## config.mk

```make
export PLATFORM = sky130hd
export DESIGN_NAME = game_state_controller
export DESIGN_NICKNAME = d
export VERILOG_FILES = /design/src/rtl/game_state_controller.sv
export SDC_FILE = /design/constraint.sdc
export NUM_CORES = 1
export LEC_CHECK = 0
export CAP_MARGIN = 20
export CORE_UTILIZATION = 47
export DETAILED_ROUTE_END_ITERATION = 8
export PLACE_DENSITY = 0.76
export SLEW_MARGIN = 5
export SYNTH_ARGS = -nofsm -noshare
export SYNTH_HDL_FRONTEND = slang
export SYNTH_SLANG_ARGS = --single-unit
```

## constraint.sdc

```tcl
create_clock -name Clk -period 1.81 [get_ports Clk]
set_clock_uncertainty 0.05 [all_clocks]
set_input_delay 0.362 -clock Clk [delete_from_list [all_inputs] [get_ports Clk]]
set_output_delay 0.362 -clock Clk [all_outputs]
set_load 0.005 [all_outputs]
```

## src/rtl/game_state_controller.sv

```systemverilog
// Stickman runner game sequencer: cover/start gating, coin scoring, win/lose
// decision and frame-timed end-screen hold.
module game_state_controller #(
  parameter logic [7:0] START_KEY       = 8'h2C,
  parameter int         WIN_COINS       = 10,
  parameter int         END_HOLD_FRAMES = 180
) (
  input  logic       Clk,
  input  logic       Reset,
  input  logic       frame_clk,
  input  logic [7:0] keycode,
  input  logic       coin_hit,
  input  logic       stickman_dead,
  output logic [3:0] status,
  output logic [7:0] score,
  output logic       game_reset,
  output logic       frame_tick
);

  typedef enum logic [2:0] {
    PREWAIT = 3'd0,
    WAIT    = 3'd1,
    PLAY    = 3'd2,
    WIN     = 3'd3,
    LOSE    = 3'd4
  } state_t;

  localparam logic [8:0] WIN_CNT  = 9'(WIN_COINS);
  localparam logic [9:0] HOLD_CNT = 10'(END_HOLD_FRAMES);

  state_t     state, state_n;
  logic [7:0] score_n;
  logic [9:0] hold_cnt, hold_n;
  logic [3:0] status_n;
  logic       game_reset_n;
  logic       fs1, fs2, fs3;
  logic       coin_q, coin_evt;

  assign coin_evt = coin_hit & ~coin_q;

  always_ff @(posedge Clk) begin
    if (Reset) begin
      fs1        <= 1'b0;
      fs2        <= 1'b0;
      fs3        <= 1'b0;
      frame_tick <= 1'b0;
      coin_q     <= 1'b0;
      state      <= PREWAIT;
      status     <= 4'b1000;
      score      <= 8'd0;
      hold_cnt   <= 10'd0;
      game_reset <= 1'b0;
    end else begin
      // fs1/fs2 synchronize; fs3 is the history bit for the edge detect
      fs1        <= frame_clk;
      fs2        <= fs1;
      fs3        <= fs2;
      frame_tick <= fs2 & ~fs3;
      coin_q     <= coin_hit;
      state      <= state_n;
      status     <= status_n;
      score      <= score_n;
      hold_cnt   <= hold_n;
      game_reset <= game_reset_n;
    end
  end

  always_comb begin
    state_n      = state;
    score_n      = score;
    hold_n       = hold_cnt;
    game_reset_n = 1'b0;
    case (state)
      // A start key still held from the last game must be released first
      PREWAIT: if (keycode != START_KEY) state_n = WAIT;
      WAIT: begin
        if (keycode == START_KEY) begin
          state_n      = PLAY;
          score_n      = 8'd0;
          game_reset_n = 1'b1;
        end
      end
      PLAY: begin
        if (stickman_dead) begin
          state_n = LOSE;
          hold_n  = 10'd0;
        end else if (coin_evt) begin
          score_n = (score == 8'hFF) ? 8'hFF : score + 8'd1;
          if ({1'b0, score} + 9'd1 == WIN_CNT) begin
            state_n = WIN;
            hold_n  = 10'd0;
          end
        end
      end
      WIN, LOSE: begin
        if (frame_tick) begin
          hold_n = hold_cnt + 10'd1;
          if (hold_cnt + 10'd1 == HOLD_CNT) state_n = PREWAIT;
        end
      end
      default: state_n = PREWAIT;
    endcase

    case (state_n)
      PLAY:    status_n = 4'b0100;
      WIN:     status_n = 4'b0010;
      LOSE:    status_n = 4'b0001;
      default: status_n = 4'b1000;
    endcase
  end

endmodule

```

==> results of run 1 <==
==> flip-flops by register name, summed over array words and instances, names as in the netlist <==
register	cells
fs3	1
hold_cnt	10
coin_q	1
score	8
fs2	1
frame_tick	1
fs1	1
state	3
game_reset	1
status	4
==> logic make-up after synthesis <==
kind of cell | synth area share (%)
and+or+nand+nor | 34.9
DFF | 40.4
AOI/OAI and AO/OA | 12.9
buffers and inverters | 3.34
xor gates and xnor gates | 3.99
muxes | 2.04
adders and majority gates | 2.44
==> final timing paths <==
kind	to	cells past startpoint	slack [ps]	startpoint
hold / removal	frame_tick	1	340	fs3
setup reg to reg	status[3]	6	-120	hold_cnt[1]
hold reg to reg	frame_tick	1	340	fs3
setup / recovery	status[3]	6	-120	hold_cnt[1]
==> layer usage <==
metal	track usage [%]	vias to the layer above	share of wire, %
met5	0	-	0
met2	49.2	57	52
met3	6.77	23	4.8
li1	-	770	-
met1	28.4	775	39
met4	15.3	0	3.9
==> area by class of cell <==
class                   instances  area [sq um]
multi-input cells             132           983
fillers                       244           754
flip-flops and latches         31           642
repair buffers                 61           536
clock buffers                   7          76.3
well taps                      44          55.1
inverters                       7          26.3
clock inverters                 1          5.00
==> through the flow <==
step	util (%)	total power, mW	instance area, sq um
detailed placement	68.5	0.777	2110
finish	75.5	1.29	2320
global route	75.5	1.33	2320
global placement	68.5	0.775	2110
CTS	72.2	1.29	2220
floorplan	-	0.728	1570
==> power by group through the flow <==
stage | clock (mW) | combinational (mW) | sequential (mW)
floorplan | 0 | 0.0258 | 0.702
global placement | 0 | 0.0706 | 0.705
detailed placement | 0 | 0.0724 | 0.705
CTS | 0.528 | 0.0729 | 0.689
global route | 0.559 | 0.0810 | 0.687
finish | 0.525 | 0.0758 | 0.687
==> critical path, cell delays in order (launching register included) <==
cell      delay (ps)
dfxtp_4          370
ha_4             130
nor4b_4          210
nand4_1          120
or4b_4           530
o211a_1          250
a311oi_2         200
==> Yosys cell counts (all sizes together) (6+ instances only) <==
library cell and instances:
a21oi 6, o21ai 10, nor2 14, nand2 8
nor2b 8, xor2 6, nor3 14, dfxtp 31
nand3 8, inv 7, nand4 8
==> what timing repair did <==
action                     4_1_cts  5_1_grt
hold endpoints to repair         0        0
hold buffers                     0        0
pin swaps                        1        4
buffers inserted                 1        2
setup endpoints to repair       12       20
resized for setup                6       20
gates cloned                     0        1
==> metrics.csv, run 1 <==
metric;value;unit
status;finished with violations;
failed_checks;negative setup slack;
numCtsBuffers;5;
crit_required;2020;ps
startpoint_type;register;
drv_slew;0;
grt_usage;27.1;%
power_leakage;0.898;nW
p_sw;290;uW
grt_max_degree;12;
hold_viol;0;
rsz0062_at_grt;true;
yosysTopAreaCell;dfxtp_1;
pwr-share-seq;53.3;%
yosysTopAreaCellShare;40.4;%
setup-tns-final;-475;ps
area_growth;51.2;%
antenna_found_initial;0;
ys_seq_elements;31;
nets;254;
p_sw_share;22.6;%
ys_async_sr_fraction;0;%
die_area;3500;sq um
post-route-drc-count;0;
p_per_area;554;nW/um^2
arrival;2140;ps
synth.distinct_cells;44;
drt-initial-drc-count;93;
ant_nets;0;
initial_utilization;49.9;%
wl;4420;um
io_buffers;26;
clk_pin_slew_worst_paths;100;ps
grt_pass1_vias;1634;
ys_seq_area_share;40.4;%
clock_power_share;40.8;%
setup_viol_count_final;13;
grt_overflow;0;
synth-edff-count;0;
grt_pass1_wl;7090;um
crit_fanout;4;
yosys_warnings;0;
clock-sinks;31;
synth_area_leaders;dfxtp_1 40%, nor3_1 4.6%, nor2_1 3.4%, xor2_1 3.4%, nand4_1 3.3%;
core_area;3080;sq um
post-route-period-util;106;%
layout.cells.non_filler;283;
preCtsSetupSlack;-311;ps
h-tree-depth;2;
p_int;997;uW
end_kind;register;
avgSynthCellArea;8.73;sq um
slew_headroom;73.1;%
clockRootBuffer;clkbuf_4;
netlist_area;1540;sq um
syn_inst;176;
dp_cells;271;
diodes;0;
clock_latency;340;ps
io_pins;27;
hold_ws;344;ps
via_per_inst;5.74;
die_w;59.2;um
hold_path.class;register to register;
place.gp.congestion;0.944;
worstSetupPathType;register to register;
synth.net_count;192;
fmax;519;MHz
cts_tree;built;
final_common_cell;buf_4;
dr.pass1.iters;4;
rows;20;
cts_buffer_depth;2;
fin_crit;1930;ps
die_y;59.2;um
vdd_drop_max;494;uV
max_slew.worst_pin.slew;399;ps
final_layout_size_suffix_gt1_share;31.0;%
dp_hpwl;3050;um
setup_ws;-116;ps
synthFlopType;dfxtp_1;
pwr-share-comb;5.9;%
drv_cap;0;
vias;1625;
wl_per_cell;15.6;um
layout_common_cells;34 x buf_4, 26 x clkdlybuf4s50_1, 22 x dfxtp_1;
No activity file was read; power rests on OpenSTA's default activity.
==> run 2: changes to the inputs <==
- clock period: 1.81 -> 1.7 ns (I/O delays scaled with it)
==> run 2 against run 1 <==
  * The flow still finishes with violations (negative setup slack)
  * Worst setup slack got worse by 91 ps
  * Core utilization increased by 3.8 points
  * Die area unchanged
  * Via count increased by 0.92%
  * Combinational power increased by 9.8%
  * Final cell count increased by 2.8%
  * Critical path type unchanged
  * Largest cell class unchanged
==> metrics.csv, run 2 (synthesis results as in run 1) <==
metric;value;unit;change
core_area;3080;sq um;unchanged
slowest_stage;or4b_4;;
wl_per_cell;15.4;um;-1.1%
failed_checks;negative setup slack;;
final_common_cell;buf_4;;
clock_latency;360;ps;+20 ps
regMostFlops;hold_cnt;;
drt-initial-drc-count;116;;+25%
arrival;2140;ps;about the same
vias;1640;;+0.92%
ctsHoldBuffers;0;;unchanged
io_pins;27;;unchanged
fmax;524;MHz;+0.98%
crit_family;simple AND/OR/NAND/NOR gates;;
layout_common_cells;40 x buf_4, 20 x clkdlybuf4s50_1, 18 x dfxtp_1;;
crit_required;1930;ps;-90 ps
grt_pass1_wl;7270;um;+2.4%
hold_ws;343;ps;-1.80 ps
cts_tree;built;;
place.gp.congestion;0.882;;-6.5%
status;finished with violations;;
worstSetupPathType;register to register;;
ant_nets;0;;unchanged
crit_buf_inv;0;;unchanged
clockRootBuffer;clkbuf_4;;
final_layout_size_suffix_gt1_share;37.2;%;+6.3 points
die_y;59.2;um;unchanged
startpoint_type;register;;
top_regs;hold_cnt x10, score x8, status x4;;
dp_hpwl;3190;um;+4.7%
max_slew.worst_pin.slew;446;ps;+47.4 ps
p_per_area;516;nW/um^2;-6.9%
clk_pin_slew_worst_paths;110;ps;about the same
hold_viol;0;;unchanged
power.total;1.26;mW;-2.2%
initial_utilization;49.9;%;unchanged
nets;262;;+3.1%
antenna_found_initial;0;;unchanged
drv_slew;0;;unchanged
slew_headroom;69.9;%;-3.2 points
largest_reg_flops;10;;unchanged
via_per_inst;5.64;;-1.9%
numCtsBuffers;5;;unchanged
rows;20;;unchanged
grt_usage;27.9;%;+0.76 points
dp_cells;278;;+2.6%
area_growth;58.9;%;
r2r_slack;-210;ps;-90 ps
layout.cells.non_filler;291;;+2.8%
clock-sinks;31;;unchanged
grt_max_degree;18;;+6
setup_viol_count_final;15;;+2
slowest_delay;530;ps;about the same
setup-tns-final;-1900;ps;-1420 ps
grt_pass1_vias;1606;;-1.7%
grt_overflow;0;;unchanged
io_buffers;26;;unchanged
die_w;59.2;um;unchanged
setup_ws;-207;ps;-91.3 ps
end_kind;register;;
die_area;3500;sq um;unchanged
dr.pass1.iters;4;;unchanged
diodes;0;;unchanged
post-route-period-util;112;%;+5.8 points
power_leakage;0.967;nW;+7.8%
wl;4490;um;+1.7%
fin_crit;1910;ps;-18.7 ps
rsz0062_at_grt;true;;
cts_buffer_depth;2;;unchanged
hold_path.class;register to register;;
crit_fanout;4;;unchanged
h-tree-depth;2;;unchanged
post-route-drc-count;0;;unchanged
crit_chain;ha_4 > nor4b_4 > nand4_1 > or4b_4 > o211a_1 > a311oi_2;;
fillCellCount;212;;-13%
vdd_drop_max;453;uV;-8.4%
drv_cap;0;;unchanged
[run 2: changes by cell type in the layout (fill, tap and decap cells not counted), sizes merged]
cell           delta
buf               +8
clkdlybuf4s50     -6
dlygate4sd2       +6
clkbuf            -2
clkinvlp          +2
[run 2: worst paths after layout]
path              cells past startpoint          to         from
setup / recovery                      6   status[3]  hold_cnt[1]
hold / removal                        1  frame_tick          fs3
setup reg to reg                      6   status[3]  hold_cnt[1]
hold reg to reg                       1  frame_tick          fs3
[run 2: repair_timing]
action	in CTS	in global routing
pin swaps	6	4
setup buffers	2	2
setup endpoints to repair	25	26
gates resized for setup	24	21
cloned	0	1
[run 2: report_power, final]
| part | internal [mW] | switching, mW | total (mW) |
|---|---|---|---|
| combinational | 0.0473 | 0.0359 | 0.0832 |
| sequential | 0.723 | 0.00695 | 0.730 |
| clock | 0.157 | 0.289 | 0.446 |
| total | 0.927 | 0.332 | 1.26 |
[run 2: cell type report]
type                            instances  area, sq um  share of cell area [%]
Multi-Input combinational cell        132         1050                    43.2
Sequential cell                        31          652                    26.7
Timing Repair Buffer                   69          596                    24.4
Tap cell                               44         55.1                    2.26
Clock buffer                            5         37.5                    1.54
Inverter                                7         26.3                    1.08
Clock inverter                          3         20.0                   0.820
[run 2: layer usage]
metal / track usage [%] / vias up / wire (um)
li1: - / 778 / -
met1: 30.8 / 796 / 1730
met2: 50.3 / 54 / 2420
met3: 8.30 / 12 / 238
met4: 10.2 / 0 / 101
met5: 0 / - / 0
[run 2: metrics by stage]
stage	util [%]	setup slack (ps)	area, sq um
2_1_floorplan	-	-161	1600
3_3_place_gp	71.1	-354	2190
3_5_place_dp	71.1	-390	2190
4_1_cts	75.5	-186	2320
5_1_grt	79.3	-234	2440
6_report	79.3	-207	2440
